**src/rtl/cmd_issuer.sv**
```systemverilog
// cmd_issuer: serialises header + buffered payload words onto the
// controller instruct bus, with a small payload FIFO in front.
module cmd_issuer #(
    parameter int DEPTH = 8,
    parameter int HOLD  = 1
) (
    input  logic        clock,
    input  logic        rst_n,
    input  logic        wr_valid,
    input  logic [31:0] wr_data,
    output logic        wr_ready,
    input  logic        req_valid,
    input  logic [3:0]  req_opcode,
    input  logic [4:0]  req_len,
    output logic        req_ready,
    output logic [31:0] instruct,
    output logic        busy,
    output logic        done,
    output logic        err
);

    localparam int AW = (DEPTH > 1) ? $clog2(DEPTH) : 1;
    localparam logic [4:0] DEPTH5 = 5'(DEPTH);
    localparam logic [3:0] RELOAD = 4'(HOLD - 1);

    typedef enum logic [1:0] {
        IDLE,
        HEADER,
        PAYLOAD,
        GAP
    } state_t;

    state_t state, state_n;

    logic [31:0]   mem [DEPTH];
    logic [AW-1:0] wptr, rptr, rnext;
    logic [AW:0]   count;
    logic [4:0]    cnt5;
    logic [3:0]    hcnt, hcnt_n;
    logic [4:0]    len, len_n;
    logic [31:0]   instruct_n;
    logic          busy_n, done_n, err_n;
    logic          bad, push, pop;

    assign cnt5      = 5'(count);
    assign bad       = (req_len > DEPTH5);
    assign wr_ready  = (cnt5 < DEPTH5);
    assign req_ready = rst_n && (state == IDLE) &&
                       ((cnt5 >= req_len) || bad);
    assign push      = wr_valid && wr_ready;
    assign pop       = (state == PAYLOAD) && (hcnt == 4'd0);
    assign rnext     = rptr + 1'b1;

    always_comb begin
        state_n    = state;
        hcnt_n     = hcnt;
        len_n      = len;
        instruct_n = instruct;
        busy_n     = busy;
        done_n     = 1'b0;
        err_n      = 1'b0;
        unique case (state)
            IDLE: begin
                instruct_n = 32'h0;
                busy_n     = 1'b0;
                if (req_valid && req_ready) begin
                    if (bad) begin
                        err_n = 1'b1;
                    end else begin
                        state_n    = HEADER;
                        len_n      = req_len;
                        hcnt_n     = RELOAD;
                        instruct_n = {1'b1, 27'b0, req_opcode};
                        busy_n     = 1'b1;
                    end
                end
            end
            HEADER: begin
                if (hcnt != 4'd0) begin
                    hcnt_n = hcnt - 4'd1;
                end else if (len != 5'd0) begin
                    state_n    = PAYLOAD;
                    hcnt_n     = RELOAD;
                    instruct_n = mem[rptr];
                end else begin
                    state_n    = GAP;
                    instruct_n = 32'h0;
                    done_n     = 1'b1;
                end
            end
            PAYLOAD: begin
                if (hcnt != 4'd0) begin
                    hcnt_n = hcnt - 4'd1;
                end else begin
                    len_n = len - 5'd1;
                    if (len == 5'd1) begin
                        state_n    = GAP;
                        instruct_n = 32'h0;
                        done_n     = 1'b1;
                    end else begin
                        hcnt_n     = RELOAD;
                        instruct_n = mem[rnext];
                    end
                end
            end
            GAP: begin
                state_n    = IDLE;
                instruct_n = 32'h0;
                busy_n     = 1'b0;
            end
            default: begin
                state_n = IDLE;
            end
        endcase
    end

    always_ff @(posedge clock or negedge rst_n) begin
        if (!rst_n) begin
            state    <= IDLE;
            hcnt     <= 4'd0;
            len      <= 5'd0;
            instruct <= 32'h0;
            busy     <= 1'b0;
            done     <= 1'b0;
            err      <= 1'b0;
        end else begin
            state    <= state_n;
            hcnt     <= hcnt_n;
            len      <= len_n;
            instruct <= instruct_n;
            busy     <= busy_n;
            done     <= done_n;
            err      <= err_n;
        end
    end

    // pointers wrap naturally since DEPTH is a power of two
    always_ff @(posedge clock or negedge rst_n) begin
        if (!rst_n) begin
            wptr  <= '0;
            rptr  <= '0;
            count <= '0;
        end else begin
            if (push) wptr <= wptr + 1'b1;
            if (pop)  rptr <= rnext;
            if (push && !pop)
                count <= count + 1'b1;
            else if (pop && !push)
                count <= count - 1'b1;
        end
    end

    always_ff @(posedge clock) begin
        if (push) mem[wptr] <= wr_data;
    end

endmodule
```
**config.mk**
```make
export PLATFORM = sky130hd
export DESIGN_NAME = cmd_issuer
export DESIGN_NICKNAME = d
export VERILOG_FILES = /design/src/rtl/cmd_issuer.sv
export SDC_FILE = /design/constraint.sdc
export NUM_CORES = 1
export LEC_CHECK = 0
export ABC_AREA = 1
export CAP_MARGIN = 20
export CELL_PAD_IN_SITES_DETAIL_PLACEMENT = 1
export CELL_PAD_IN_SITES_GLOBAL_PLACEMENT = 2
export CORE_MARGIN = 10
export CORE_UTILIZATION = 42
export DETAILED_ROUTE_END_ITERATION = 8
export GPL_TIMING_DRIVEN = 0
export PLACE_DENSITY_LB_ADDON = 0.1
export SLEW_MARGIN = 20
export SYNTH_ARGS = -nofsm -noshare
export SYNTH_HDL_FRONTEND = slang
export SYNTH_SLANG_ARGS = --single-unit
```
**constraint.sdc**
```tcl
create_clock -name clock -period 6.8 [get_ports clock]
set_clock_uncertainty 0.05 [all_clocks]
set_input_delay 2.04 -clock clock [delete_from_list [all_inputs] [get_ports clock]]
set_output_delay 2.04 -clock clock [all_outputs]
set_load 0.01 [all_outputs]
```
**After elaboration in Yosys (flattened, before gate mapping)**

Memories as Yosys holds them, arrays and structs flattened.
Index checks and enable logic that the tools add are counted.

- Bits in writable memories: 256
- Memories kept: 1
- Register bits after elaboration: 56
- Input bits: 45
- Output and inout bits: 37

Memory list:

| memory | words | bits a word | read ports | clocked after Yosys merged registers in | write ports | RTL line | RTL |
|---|---|---|---|---|---|---|---|
| mem | 8 | 32 | 2 | 0 | 1 | 35 | `logic [31:0] mem [DEPTH];` |

- Reductions and logical operators: 22
- $lt $le $gt $ge: 3
- Muxes and demuxes: 40
- Equality and inequality tests: 11
- Add/subtract/negate cells: 6

Operators by type and width:

| operator | count |
|---|---|
| $mux 32 | 6 |
| $pmux 32 s4 | 1 |
| $mux 4 | 8 |
| $mux 5 | 3 |
| $mux 1 | 12 |
| $pmux 4 s3 | 1 |
| $mux 2 | 5 |
| $pmux 5 s2 | 1 |
| $reduce_and 5->1 | 2 |
| $pmux 2 s4 | 1 |
| $sub 4x1->4 const B | 2 |
| $logic_and 1x1->1 | 7 |
| $add 3x1->3 const B | 2 |
| $ne 2x2->1 const B | 3 |
| $ne 3x3->1 const B | 2 |
| $reduce_bool 2->1 | 3 |
| $eq 5x1->1 const B | 1 |
| $ge 4x5->1 | 1 |
| $gt 5x4->1 const B | 1 |
| $reduce_bool 5->1 | 1 |
| $sub 5x1->5 const B | 1 |
| $add 4x1->4 const B | 1 |
| $eq 2x2->1 const B | 2 |
| $logic_not 4->1 | 1 |
| 11 further kinds | 14 |

**Depth between registers and ports, before layout**

- Word-level depth: 6
- Depth in mapped cells: 14

**Worst setup path before layout**

No wires, ideal clock.

- Path kind: input-to-output
- Start point: in req_len[3]
- End point: out req_ready
- Data arrival time: 2,908 ps
- Stages on the path: 8
- Path slack: 1,802 ps
- Path through: inv_1 ha_1 inv_1 nor2_1 nand2_1 nand2_1 nor2_1 a21oi_1

- Cells in the longest elaborated chain, start to end: 3

RTL lines:

| what | RTL line | RTL |
|---|---|---|
| from (decl) | 14 | `input logic [4:0] req_len,` |
| $ge 4x5->1 / $gt 5x4->1 (equally long branches) | 49, 46 |  |
| $logic_or 1x1->1 * | 49 | `((cnt5 >= req_len) \|\| bad);` |
| $logic_and 1x1->1 * | 48 | `assign req_ready = rst_n && (state == IDLE) &&` |
| to (decl) | 15 | `output logic req_ready,` |

Mark *: on every way between the ends. The rest lies on a longest branch, timed or not.

**Final worst setup path**

Same ends and word-level chain as after synthesis.

==> run metrics <==
status completed; mux cell area share after synthesis 0%; nets 1787; ratio of cells with drive above 1 in the final layout roughly 8%; worst slew pin tran 1000 ps; number of buffers added on ports 81; Initial Util between 40 and 50%; Period Utilization, post-route 90.5%; gr usage total 26.0%; DR WL/cell 26.3 microns; CTS tree yes; H-tree Lvls 2; Cell Chain, Critical Path clkdlybuf4s50_1 -> inv_1 -> ha_1 -> inv_1 -> nor2_1 -> nand2_1 -> nand2_1 -> nor2_1 -> a21oi_1 -> clkdlybuf4s50_1; CP Max Fanout 3; placeable core area 0.0363 sq mm; Die Width 211 microns; hold path startpoint instruct[9]; mapped cell area 0.0154 sq mm; Worst VDD drop 0.000264 V; Worst Reg-to-Reg Cells 14; main combinational cell family by area after synthesis compound AO/OA/AOI/OAI gates; Slowest-stage cell, CP clkdlybuf4s50_1; R2R Path End count[3]; worst hold path class reg2reg; syn avg cell area 9.67 sq um; # IOs 82; Max Slew Vio Count 0; Pwr Density 501 mW/mm^2; max incr delay on CP about 600 ps; drc violations 0; DRT Wirelength 58.3 mm; clk buf depth 3; Root Driver clkbuf_16; Post-CTS Setup Inserts 0; Final min period 6150 ps; Relative slew margins 33.2%; synthesis-stage register bit count 312; Std-Cell Rows 70; Worst Setup Start Kind primary input; grt ovf 0; cts hold-fix bufs 0; TNS Setup 0 ps; largest net degree at the start of global routing 44; via/cell ratio 5.93; Antenna Violating Nets Remaining 0; total number of vias around 13000; Post-Synth Simple-Gate Area ~15%; setup violators final 0; synthesized netlist cell count 1591; CTS buffer count 37; RSZ-0062 raised after global routing no; clk slew on worst S/H paths 60 ps; WHS Path Cells 2; Critical Path AT a little over 4000 ps; sequential-to-total area share from yosys stat between 50% and 60%; YS warnings 0; Clk Latency, worst-skew pair 530 ps; endpoint with the worst hold slack instruct[9]; Gates resized, CTS repair 0; Iteration-0 DRC Markers 1339; Pleak 7.14 nW; max-cap viol count 0; fin cells between 2000 and 2500; vias in the first global route 13700; Unique masters post-synth 32; first-pass GRT wire length 87.0 mm; reg-to-reg startpoint state[0]; Fin. Hold Viols 0; die area 0.0447 sq mm; die height 211 microns; hpwl dp between 30 and 40 mm; Area Overhead vs Synth 19.4%; register-to-register path setup slack 3650 ps; post-synthesis xor/xnor area fraction 0.634%; clk sink count approximately 310; antenna diode count 0; TritonRoute pass-1 iters 5; worst path required time between 4000 and 5000 ps; WS Path Type in2out; DP Cell Count 2152; adder and majority gate portion of the synthesized area under 10%; Max Fclk 0.163 GHz; initial antenna violation count 0; Hold Slack 426 ps; Synth Net Count 1655; Synth Area in Compound Gates 16.4%; Final Wtd Congestion 0.892; CP endpoint kind output pin
-- report_power, final --
| part | leakage (nW) | switching (mW) | internal [mW] | total, mW |
|---|---|---|---|---|
| logic | 3.48 | 3.32 | 1.35 | 4.67 |
| clock network | 0.612 | 0.813 | 1.23 | 2.04 |
| registers | 3.05 | 0.132 | 2.37 | 2.50 |
| total | 7.14 | 4.27 | 4.94 | 9.21 |
-- placed cells by master (no fill, tap or decap), drive strengths merged, types with 2 or more instances in the layout --
master / Yosys / layout
nor3: 3 / 3
xor2: 3 / 3
inv: 140 / 141
buf: 63 / 76
nand2: 291 / 291
ha: 18 / 18
xnor2: 6 / 6
o21ai: 198 / 198
o211ai: 116 / 116
a21oi: 126 / 126
nand3: 171 / 171
clkbuf: 46 / 95
clkinv: 1 / 14
clkdlybuf4s50: 0 / 80
bufinv: 0 / 4
edfxtp: 256 / 256
or2: 2 / 2
nor2: 87 / 87
dfrtp: 56 / 56
nand4: 3 / 3
-- layer usage --
metal	vias up	wire [microns]	track usage (%)	part of all wire (%)
met4	0	1730	8.65	3.0
met2	582	27400	42.3	47
li1	5855	-	-	-
met1	6619	24200	34.9	42
met3	111	4970	4.17	8.5
met5	-	0	0	0
-- cell usage after synthesis, drive strengths merged --
cell type	count	area (sq um)
nand2	291	1090
edfxtp	256	7690
o21ai	198	995
nand3	171	856
inv	140	526
a21oi	126	631
o211ai	116	876
nor2	87	329
buf	63	402
dfrtp	56	1400
clkbuf	46	173
ha	18	225
xnor2	6	71.3
nand4	3	18.8
nor3	3	15.0
xor2	3	26.3
or2	2	12.5
a31oi	1	12.5
and2	1	6.26
clkinv	1	3.75
fa	1	20.0
nand3b	1	7.51
o22ai	1	6.26
-- logic make-up after synthesis --
kind of cell | count (synthesis)
fa+ha+maj | 19
compound gates | 442
simple gates | 559
flops | 312
buf+inv | 250
xor+xnor | 9
-- flip-flops by register name, indices dropped and copies added (netlist names) --
| name | flops |
|---|---|
| instruct | 32 |
| state | 2 |
| err | 1 |
| hcnt | 4 |
| mem | 256 |
| count | 4 |
| busy | 1 |
| rptr | 3 |
| done | 1 |
| wptr | 3 |
| len | 5 |
-- worst max-delay path by stage --
stage,endpoint,cells past startpoint,slack [ps],startpoint
final,req_ready,10,650,req_len[3]
after global routing,req_ready,10,500,req_len[3]
after CTS,req_ready,10,620,req_len[3]
after detailed placement,req_ready,10,640,req_len[3]
after global placement,req_ready,4,-1400,rst_n
after floorplan,req_ready,8,1800,req_len[3]
-- area by class of cell --
type	instances	area, sq um
fillers	4030	18000
flip-flops and latches	312	9090
multi-input cells	1029	5260
repair buffers	93	1100
clock buffers	49	1030
well taps	468	586
plain buffers	109	574
inverters	141	529
clock inverters	19	203
-- through the flow --
step                area (sq um)  setup WS (ps)  total power [mW]  util [%]
CTS                        18400            621              9.17      50.6
finish                     18400            648              9.21      50.6
global route               18400            499              9.71      50.6
floorplan                  15400           1800              5.18         -
detailed placement         17100            637              7.11      47.2
global placement           16800          -1400              6.95      46.2
-- critical path: cells and delay by family --
| family | cells | cell delay, ps |
|---|---|---|
| AO/OA/AOI/OAI | 1 | 190 |
| adder cells (fa/ha/maj) | 1 | 300 |
| buffers and inverters | 4 | 1200 |
| AND/OR/NAND/NOR | 4 | 320 |
Power figures use the tool's default switching activity.
